[src/rtl/glm_load_pkg.sv]
// rtl/glm_load_pkg.sv - shared types, register indices and CCI-P c0 structures for the load stage
package glm_load_pkg;
  localparam int LINE_CNT_W   = 16;
  localparam int BRAM_ADDR_W  = 16;
  localparam int NUM_CHANNELS = 2;
  localparam int NUM_REGS     = 4;
  localparam int CL_ADDR_W    = 42;
  localparam int CL_DATA_W    = 512;
  localparam int CH_SEL_W     = 4;

  localparam int LOAD_OFFSET_REG = 0;
  localparam int LOAD_LENGTH_REG = 1;
  localparam int LOAD_BRAM_REG   = 2;
  localparam int CH_MODEL        = 0;
  localparam int CH_LABELS       = 1;

  localparam logic [3:0] REQ_RDLINE_I = 4'h0;
  localparam logic [1:0] CL_LEN_1     = 2'b00;
  localparam logic [3:0] RSP_RDLINE   = 4'h0;

  typedef enum logic [1:0] {IDLE, READ, DONE} t_loadstate;

  typedef logic [CL_ADDR_W-1:0] t_ccip_clAddr;
  typedef logic [CL_DATA_W-1:0] t_ccip_clData;

  typedef struct packed {
    logic [1:0]   vc_sel;
    logic [1:0]   rsvd1;
    logic [1:0]   cl_len;
    logic [3:0]   req_type;
    logic [5:0]   rsvd0;
    t_ccip_clAddr address;
    logic [15:0]  mdata;
  } t_ccip_c0_ReqMemHdr;

  typedef struct packed {
    logic [1:0]  vc_used;
    logic        rsvd1;
    logic        hit_miss;
    logic [1:0]  rsvd0;
    logic [1:0]  cl_num;
    logic [3:0]  resp_type;
    logic [15:0] mdata;
  } t_ccip_c0_RspMemHdr;

  typedef struct packed {
    t_ccip_c0_ReqMemHdr hdr;
    logic               valid;
  } t_if_ccip_c0_Tx;

  typedef struct packed {
    t_ccip_c0_RspMemHdr hdr;
    t_ccip_clData       data;
    logic               rspValid;
    logic               mmioRdValid;
    logic               mmioWrValid;
  } t_if_ccip_c0_Rx;

  // Bit 31 of the offset register picks the output buffer instead of the input buffer.
  function automatic t_ccip_clAddr load_base(input logic [31:0] offset_reg,
                                             input t_ccip_clAddr in_addr,
                                             input t_ccip_clAddr out_addr);
    return (offset_reg[31] ? out_addr : in_addr) + t_ccip_clAddr'(offset_reg[30:0]);
  endfunction
endpackage

[src/rtl/glm_load_bram_demux.sv]
// rtl/glm_load_bram_demux.sv - registered steering of one BRAM write onto the selected channel
module glm_load_bram_demux
  import glm_load_pkg::*;
(
  input  logic                                     i_clk,
  input  logic                                     i_reset_n,
  input  logic                                     i_we,
  input  logic [BRAM_ADDR_W-1:0]                   i_waddr,
  input  t_ccip_clData                             i_wdata,
  input  logic [CH_SEL_W-1:0]                      i_channel,
  output logic [NUM_CHANNELS-1:0]                  o_we,
  output logic [NUM_CHANNELS-1:0][BRAM_ADDR_W-1:0] o_waddr,
  output logic [NUM_CHANNELS-1:0][CL_DATA_W-1:0]   o_wdata
);
  // An out-of-range channel matches no port, so the write is silently dropped.
  always_ff @(posedge i_clk or negedge i_reset_n) begin
    if (!i_reset_n) begin
      o_we    <= '0;
      o_waddr <= '0;
      o_wdata <= '0;
    end else begin
      for (int c = 0; c < NUM_CHANNELS; c++) begin
        o_we[c] <= i_we && (i_channel == CH_SEL_W'(c));
        if (i_we && (i_channel == CH_SEL_W'(c))) begin
          o_waddr[c] <= i_waddr;
          o_wdata[c] <= i_wdata;
        end
      end
    end
  end
endmodule

[src/rtl/glm_load.sv]
// rtl/glm_load.sv - reads a run of cache lines over CCI-P c0 and writes them into a BRAM channel
module glm_load
  import glm_load_pkg::*;
(
  input  logic                      i_clk,
  input  logic                      i_reset_n,
  input  logic                      i_op_start,
  output logic                      o_op_done,
  input  logic [NUM_REGS-1:0][31:0] i_regs,
  input  t_ccip_clAddr              i_in_addr,
  input  t_ccip_clAddr              i_out_addr,
  output logic                      o_mem_model_we,
  output logic [BRAM_ADDR_W-1:0]    o_mem_model_waddr,
  output t_ccip_clData              o_mem_model_wdata,
  output logic                      o_mem_labels_we,
  output logic [BRAM_ADDR_W-1:0]    o_mem_labels_waddr,
  output t_ccip_clData              o_mem_labels_wdata,
  input  logic                      i_c0_tx_alm_full,
  input  t_if_ccip_c0_Rx            i_c0_rx,
  output t_if_ccip_c0_Tx            o_c0_tx
);
  t_loadstate              r_state;
  t_ccip_clAddr            r_base;
  logic [LINE_CNT_W-1:0]   r_length;
  logic [LINE_CNT_W-1:0]   r_num_req;
  logic [LINE_CNT_W-1:0]   r_num_rsp;
  logic [BRAM_ADDR_W-1:0]  r_bram_base;
  logic [CH_SEL_W-1:0]     r_channel;

  logic                                     w_wr_en;
  logic                                     w_issue;
  logic [BRAM_ADDR_W-1:0]                   w_waddr;
  logic [NUM_CHANNELS-1:0]                  w_we;
  logic [NUM_CHANNELS-1:0][BRAM_ADDR_W-1:0] w_waddr_ch;
  logic [NUM_CHANNELS-1:0][CL_DATA_W-1:0]   w_wdata_ch;
  logic                                     w_unused;

  // Responses only count in READ, so stale tags after a reset or a finished run are dropped.
  assign w_wr_en = (r_state == READ) && i_c0_rx.rspValid && (i_c0_rx.hdr.resp_type == RSP_RDLINE);
  assign w_issue = (r_state == READ) && (r_num_req < r_length) && !i_c0_tx_alm_full;
  assign w_waddr = r_bram_base + BRAM_ADDR_W'(i_c0_rx.hdr.mdata);

  always_ff @(posedge i_clk or negedge i_reset_n) begin
    if (!i_reset_n) begin
      r_state     <= IDLE;
      r_base      <= '0;
      r_length    <= '0;
      r_num_req   <= '0;
      r_num_rsp   <= '0;
      r_bram_base <= '0;
      r_channel   <= '0;
      o_c0_tx     <= '0;
      o_op_done   <= 1'b0;
    end else begin
      o_c0_tx   <= '0;
      o_op_done <= 1'b0;
      case (r_state)
        IDLE: begin
          if (i_op_start) begin
            r_base      <= load_base(i_regs[LOAD_OFFSET_REG], i_in_addr, i_out_addr);
            r_length    <= i_regs[LOAD_LENGTH_REG][LINE_CNT_W-1:0];
            r_bram_base <= i_regs[LOAD_BRAM_REG][BRAM_ADDR_W-1:0];
            r_channel   <= i_regs[LOAD_BRAM_REG][16 +: CH_SEL_W];
            r_num_req   <= '0;
            r_num_rsp   <= '0;
            r_state     <= (i_regs[LOAD_LENGTH_REG][LINE_CNT_W-1:0] == '0) ? DONE : READ;
          end
        end
        READ: begin
          if (w_issue) begin
            o_c0_tx.valid        <= 1'b1;
            o_c0_tx.hdr.req_type <= REQ_RDLINE_I;
            o_c0_tx.hdr.cl_len   <= CL_LEN_1;
            o_c0_tx.hdr.address  <= r_base + t_ccip_clAddr'(r_num_req);
            o_c0_tx.hdr.mdata    <= r_num_req;
            r_num_req            <= r_num_req + LINE_CNT_W'(1);
          end
          if (w_wr_en) begin
            r_num_rsp <= r_num_rsp + LINE_CNT_W'(1);
            if (r_num_rsp == r_length - LINE_CNT_W'(1)) r_state <= DONE;
          end
        end
        DONE: begin
          o_op_done <= 1'b1;
          r_state   <= IDLE;
        end
        default: r_state <= IDLE;
      endcase
    end
  end

  glm_load_bram_demux u_bram_demux (
    .i_clk     (i_clk),
    .i_reset_n (i_reset_n),
    .i_we      (w_wr_en),
    .i_waddr   (w_waddr),
    .i_wdata   (i_c0_rx.data),
    .i_channel (r_channel),
    .o_we      (w_we),
    .o_waddr   (w_waddr_ch),
    .o_wdata   (w_wdata_ch)
  );

  assign o_mem_model_we     = w_we[CH_MODEL];
  assign o_mem_model_waddr  = w_waddr_ch[CH_MODEL];
  assign o_mem_model_wdata  = w_wdata_ch[CH_MODEL];
  assign o_mem_labels_we    = w_we[CH_LABELS];
  assign o_mem_labels_waddr = w_waddr_ch[CH_LABELS];
  assign o_mem_labels_wdata = w_wdata_ch[CH_LABELS];

  assign w_unused = ^{i_regs[3], i_regs[1][31:16], i_regs[2][31:20], i_c0_rx.hdr.vc_used,
                      i_c0_rx.hdr.rsvd1, i_c0_rx.hdr.hit_miss, i_c0_rx.hdr.rsvd0,
                      i_c0_rx.hdr.cl_num, i_c0_rx.mmioRdValid, i_c0_rx.mmioWrValid};
endmodule
[config.mk]
export PLATFORM = sky130hd
export DESIGN_NAME = glm_load
export DESIGN_NICKNAME = d
export VERILOG_FILES = /design/src/rtl/glm_load_pkg.sv /design/src/rtl/glm_load_bram_demux.sv /design/src/rtl/glm_load.sv
export SDC_FILE = /design/constraint.sdc
export NUM_CORES = 2
export LEC_CHECK = 0
export CAP_MARGIN = 20
export CORE_AREA = 2 2 733 735
export DETAILED_ROUTE_END_ITERATION = 10
export DIE_AREA = 0 0 735 737
export MAX_ROUTING_LAYER = met4
export PLACE_DENSITY = 0.34
export SLEW_MARGIN = 20
export SYNTH_ARGS = -nofsm -noshare
export SYNTH_HDL_FRONTEND = slang
export SYNTH_SLANG_ARGS = --single-unit
[constraint.sdc]
create_clock -name i_clk -period 3.3 [get_ports i_clk]
set_clock_uncertainty 0.1 [all_clocks]
set_input_delay 0.825 -clock i_clk [delete_from_list [all_inputs] [get_ports i_clk]]
set_output_delay 0.825 -clock i_clk [all_outputs]
set_load 0.02 [all_outputs]
Word level (Yosys, flattened, before mapping)
Index checks and enable logic that the tools add are counted.
Widths: inputs -> output; s select.
{"block": "op_classes", "n_addsub": 6, "magnitude_cmp": 1, "eq_ne": 8, "mux": 14, "reduce_logical": 16}
{"op": "$mux 59", "n": 2}
{"op": "$pmux 16 s2", "n": 2}
{"op": "$mux 16", "n": 3}
{"op": "$add 42x16->42", "n": 1}
{"op": "$add 42x31->42", "n": 1}
{"op": "$mux 42", "n": 1}
{"op": "$add 16x1->16 const B", "n": 2}
{"op": "$add 16x16->16", "n": 1}
{"op": "$eq 16x16->1", "n": 1}
{"op": "$logic_not 16->1", "n": 1}
{"op": "$lt 16x16->1", "n": 1}
{"op": "$sub 16x1->16 const B", "n": 1}
{"op": "$reduce_and 3->1", "n": 3}
{"op": "$logic_not 4->1", "n": 2}
{"op": "$mux 2", "n": 4}
{"op": "$logic_and 1x1->1", "n": 6}
{"op": "$eq 4x1->1 const B", "n": 1}
{"op": "$ne 2x1->1 const B", "n": 2}
{"op": "$ne 2x2->1 const B", "n": 2}
{"op": "$pmux 2 s2", "n": 1}
{"op": "$eq 2x1->1 const B", "n": 1}
{"op": "$eq 2x2->1 const B", "n": 1}
{"op": "$logic_not 2->1", "n": 1}
{"op": "$reduce_and 2->1", "n": 1}
{"op": "3 further kinds", "n": 3}
{"block": "word_totals", "regBits": 1230, "input_bits": 759, "out_inout_bits": 1134, "word_cells": 61}

Logic depth before layout (Yosys ltp)
{"block": "logic_depth", "depth_word": 5, "depth_mapped": 14}

Modules after synthesis
From an unflattened synthesis, not the netlist that was laid out.
{"block": "unflattened", "cells_unflattened": 3555, "area_unflattened_um2": 50867.5}
{"module": "glm_load_bram_demux", "n_inst": 1, "cells_per_inst": 2235, "area_per_inst_um2": 39265.2, "seq_area_each_um2": 26475.4}
{"module": "glm_load", "n_inst": 1, "cells_per_inst": 1320, "area_per_inst_um2": 11602.4, "seq_area_each_um2": 4304.1}

Worst setup path before layout
Ideal clock, no wire load.
{"block": "synth_path", "kind": "input to register", "startpoint": "input port i_regs[31] in the netlist's numbering", "endpoint": "register r_base[22]", "arrival_ns": 4.286, "slack_ns": -1.220, "stages": 14, "n_path_buf": 3, "cell_sequence": "buf_4 > clkbuf_1 > clkbuf_1 > mux2_2 > ha_1 > fa_1 > a211oi_2 > o21ai_1 > a2111oi_4 > nor4_2 > o41ai_2 > o21ai_1 > xnor2_1 > o21ai_0"}
{"block": "synth_between", "elab_chain_cells": 2}
{"item": "start, declared", "line": "glm_load.sv:9", "rtl": "input logic [NUM_REGS-1:0][31:0] i_regs,"}
{"item": "$mux 42", "line": "glm_load_pkg.sv:63", "rtl": "return (offset_reg[31] ? out_addr : in_addr) + t_ccip_clAddr'(offset_reg[30:0]);"}
{"item": "$add 42x31->42", "line": "glm_load_pkg.sv:63"}
{"item": "end signal, assigned", "line": "glm_load.sv:60", "rtl": "r_base <= load_base(i_regs[LOAD_OFFSET_REG], i_in_addr, i_out_addr);"}
{"item": "end, declared", "line": "glm_load.sv:23", "rtl": "t_ccip_clAddr r_base;"}
Every way passes these cells.
A chain may end at the register's enable or synchronous reset.

Worst setup path after layout
{"block": "layout_path", "startpoint": "input port i_regs[31] in the netlist's numbering", "endpoint": "register r_base[39]"}
The elaborated chain is that of the path after synthesis.

==> impl_metrics.yaml <==
final_layout:
  post_layout_nonfiller_instances: 15200
  fin_area_um2: 87400
  finish.net_count: 8797
  layout-drive-gt1-share: 0.104
  area.growth.synth_to_final_pct: 69.9
  final.fill_count: 60400
clocking:
  clk_pin_slew_ns: 0.06
  numClockSinks: 1230
  clock_tree.htree_level_count: 4
  cts-buffers-inserted: 174
  worst_skew_pair.late_latency_ns: 0.86
  clock_tree_from_tritoncts: "built"
  cts-root-to-sink-buffers: 4
  ctsRootBufferMaster: "clkbuf_16"
sta:
  drv_slew: 0
  max_freq_mhz: 304
  finalSetupViolations: 0
  fin_ws_ns: 0.0117
  worst-slew-pin-transition_ns: 0.891
  max-slew-margin-rel: 0.406
  layout_worst_path_cycle_share: 0.996
  fin_crit_ns: 3.29
  report.final.hold_viol_count: 0
  grt_setup_unrepaired: "yes"
synth:
  synth_top_area_share: 0.599
  ys_seq_area_frac: 0.599
  synth.cell_area_um2: 51400
  ys_ff_latch: 1230
  synth_area_per_cell_um2: 8.84
  synth_area_leader_cell: "dfrtp_1"
  synthesis.instances: 5818
  synth_simple_gate_area_share: 0.277
  ys_warn_count: 0
  synth_cell_type_count: 82
  muxShareOfSynthArea: 0.0130
  synthArstFlopShare: 1.00
  synth_fa_ha_area_frac: 0.0206
  synth_compound_area_frac: 0.0473
  dominantRegCellSynth: "dfrtp_1"
  synth_top_cells_by_area: "dfrtp_1, nand2_1, ha_1"
  number_of_synthesized_flops_with_an_enable_pin: 0
  xor_and_xnor_fraction_of_the_mapped_netlist_area: 0.0138
  synth_top_family_by_area: "simple AND/OR/NAND/NOR gates"
floorplan:
  die_w_um: 735
  chipHeight_um: 737
  die_outline_area_um2: 542000
  row_count: 269
  io-pin-count: 1893
  core_region_area_um2: 534000
  floorplan.initialDensity: 0.0962
place:
  dpl_cell_area_um2: 81200
  io_buffer_count: 1806
  dp_worst_setup_slack_ns: -0.894
  routabilityCongestion: 0.876
  dp.cells: 14800
  dp.final_hpwl_um: 348000
route:
  routed_wl_um: 410000
  routed_via_density: 3.27
  wl_per_cell_um: 27.0
  drt-initial-drc-count: 3461
  drtAntennaViolNets: 0
  detail_route.drc_violations: 0
  detailroute.via_count: 49600
  drt-pass1-iter-count: 5
global_routing:
  first_global_vias: 50800
  maximum_number_of_pins_on_one_net_before_global_route_repair: 96
  overflow: 0
  grt_pass1_wl_um: 525000
  grt_util_all_layers: 0.150
  grt_antenna_before_repair: 104
worst_setup_path:
  cp.arrival_ns: 3.90
  worst-endpoint-required_ns: 3.92
  path_common_cell: "buf_4"
  worstSetupStartpointType: "input pin"
  worstSetupPathType: "in2reg"
  slowest_delay_ns: 0.32
  critPathMaxFanout: 14
  worstPathCellList: "buf_4 -> buf_6 -> buf_12 -> mux2_4 -> ha_4 -> nand4_1 -> nor3_4 -> o31ai_2 -> buf_4 -> a31o_4 -> a21oi_4 -> buf_4 -> and4_4 -> buf_4 -> nor2_2 -> a211o_1"
  critPathTopFamily: "buffers and inverters"
  critPathCaptureType: "flop"
  crit_buf_inv: 6
  cp_slowest_cell: "mux2_4"
pwr:
  cellPowerDensity_nw_per_um2: 638
  worst_ir_drop_on_vdd_uv: 367
  cellLeakagePower_nw: 40.5
  total_power_w: 0.0557
run:
  drv.max_cap_violation_count: 0
outcome:
  status: "completed"
hold_path:
  holdCritPathClass: "reg2reg"
## layout by cell type, fill, tap and decap left out, types with 46 or more instances in the layout
master and n:
dfrtp_1 1229, nand2_1 3324, a21oi_1 80, nor2_1 77, clkbuf_16 175, clkdlybuf4s50_1 1750, inv_1 47, buf_12 67
o21ai_0 109, buf_4 416, xor2_1 46, ha_1 74
## worst min-delay path, stage by stage, from the launching register on
cell and delay, ns:
dfrtp_1 0.34, nand2_1 0.05, nand2_1 0.04
## sequential cells by signal, indices dropped and copies added, names as in the netlist
register and count:
r_state 2, o_op_done 1, r_num_req 16, r_base 42, r_bram_base 16, r_channel 4
u_bram_demux.o_wdata 1024, r_length 16, r_num_rsp 16, u_bram_demux.o_waddr 32, o_c0_tx 59, u_bram_demux.o_we 2
## cells by family (layout without fill, tap and decap cells)
family	after synthesis	in the layout
other	1	53
muxes	62	62
AOI/OAI and AO/OA	376	376
adders and majority gates	83	83
DFF	1230	1230
and+or+nand+nor	3630	3630
buffers and inverters	355	2606
xor gates and xnor gates	81	81
## where the power goes
group / internal, W / switching [W] / leakage (nW)
sequential: 0.0175 / 0.00178 / 16.3
combinational: 0.00610 / 0.0101 / 21.3
clock: 0.0120 / 0.00824 / 2.89
## Yosys cell counts, drive strengths merged, types with 12 or more instances
cell type	n
nand2	3324
dfrtp	1230
clkbuf	177
o21ai	131
buf	129
a21oi	87
ha	80
nor2	80
inv	48
xor2	46
nand3	38
mux2	37
xnor2	35
and2	31
nand4	29
a21o	27
nor3	26
mux2i	25
and3	24
nand2b	14
nor4	13
o31ai	13
a211oi	12
## through the flow
step,TNS (ns),hold WS (ns),utilization
2_1_floorplan,-10.85,0.337,-
3_3_place_gp,-44.29,0.348,0.152
3_5_place_dp,-54.04,0.355,0.152
4_1_cts,0,0.242,0.163
5_1_grt,-0.0615,0.326,0.163
6_report,0,0.361,0.164
## what timing repair did
item,4_1_cts,5_1_grt
endpoints found under the setup margin,8,25
setup buffers,0,5
hold buffers,1,0
pin swaps,0,9
resized for setup,8,23
endpoints found under the hold margin,18,0
## metal layers
| metal | share of wire | global-route usage |
|---|---|---|
| met5 | 0 | - |
| met4 | 0.021 | 0.0310 |
| met3 | 0.11 | 0.0692 |
| met2 | 0.43 | 0.220 |
| met1 | 0.44 | 0.186 |
## path summary, 6_finish.rpt
kind                                            from                        end  slack (ns)  cells past startpoint
max                                       i_regs[31]                 r_base[39]        0.01                     16
max reg2reg                             r_num_req[7]                o_c0_tx[53]        0.17                     11
min in group asynchronous                  i_reset_n  u_bram_demux.o_wdata[552]        0.40                      2
min                        u_bram_demux.o_wdata[943]  u_bram_demux.o_wdata[943]        0.36                      2
min reg2reg                u_bram_demux.o_wdata[943]  u_bram_demux.o_wdata[943]        0.36                      2
max in group asynchronous                  i_reset_n  u_bram_demux.o_wdata[177]        1.49                      3
## cell type report
cell class / instances / area [µm²] / area share
Multi-Input combinational cell: 4248 / 19400 / 0.222
Inverter: 49 / 184 / 0.00210
Clock buffer: 249 / 4960 / 0.0567
Tap cell: 7046 / 8820 / 0.101
Clock inverter: 56 / 983 / 0.0113
Sequential cell: 1230 / 30800 / 0.352
Timing Repair Buffer: 2252 / 22200 / 0.254
Antenna cell: 37 / 92.6 / 0.00106
(Power assumes the default switching activity.)
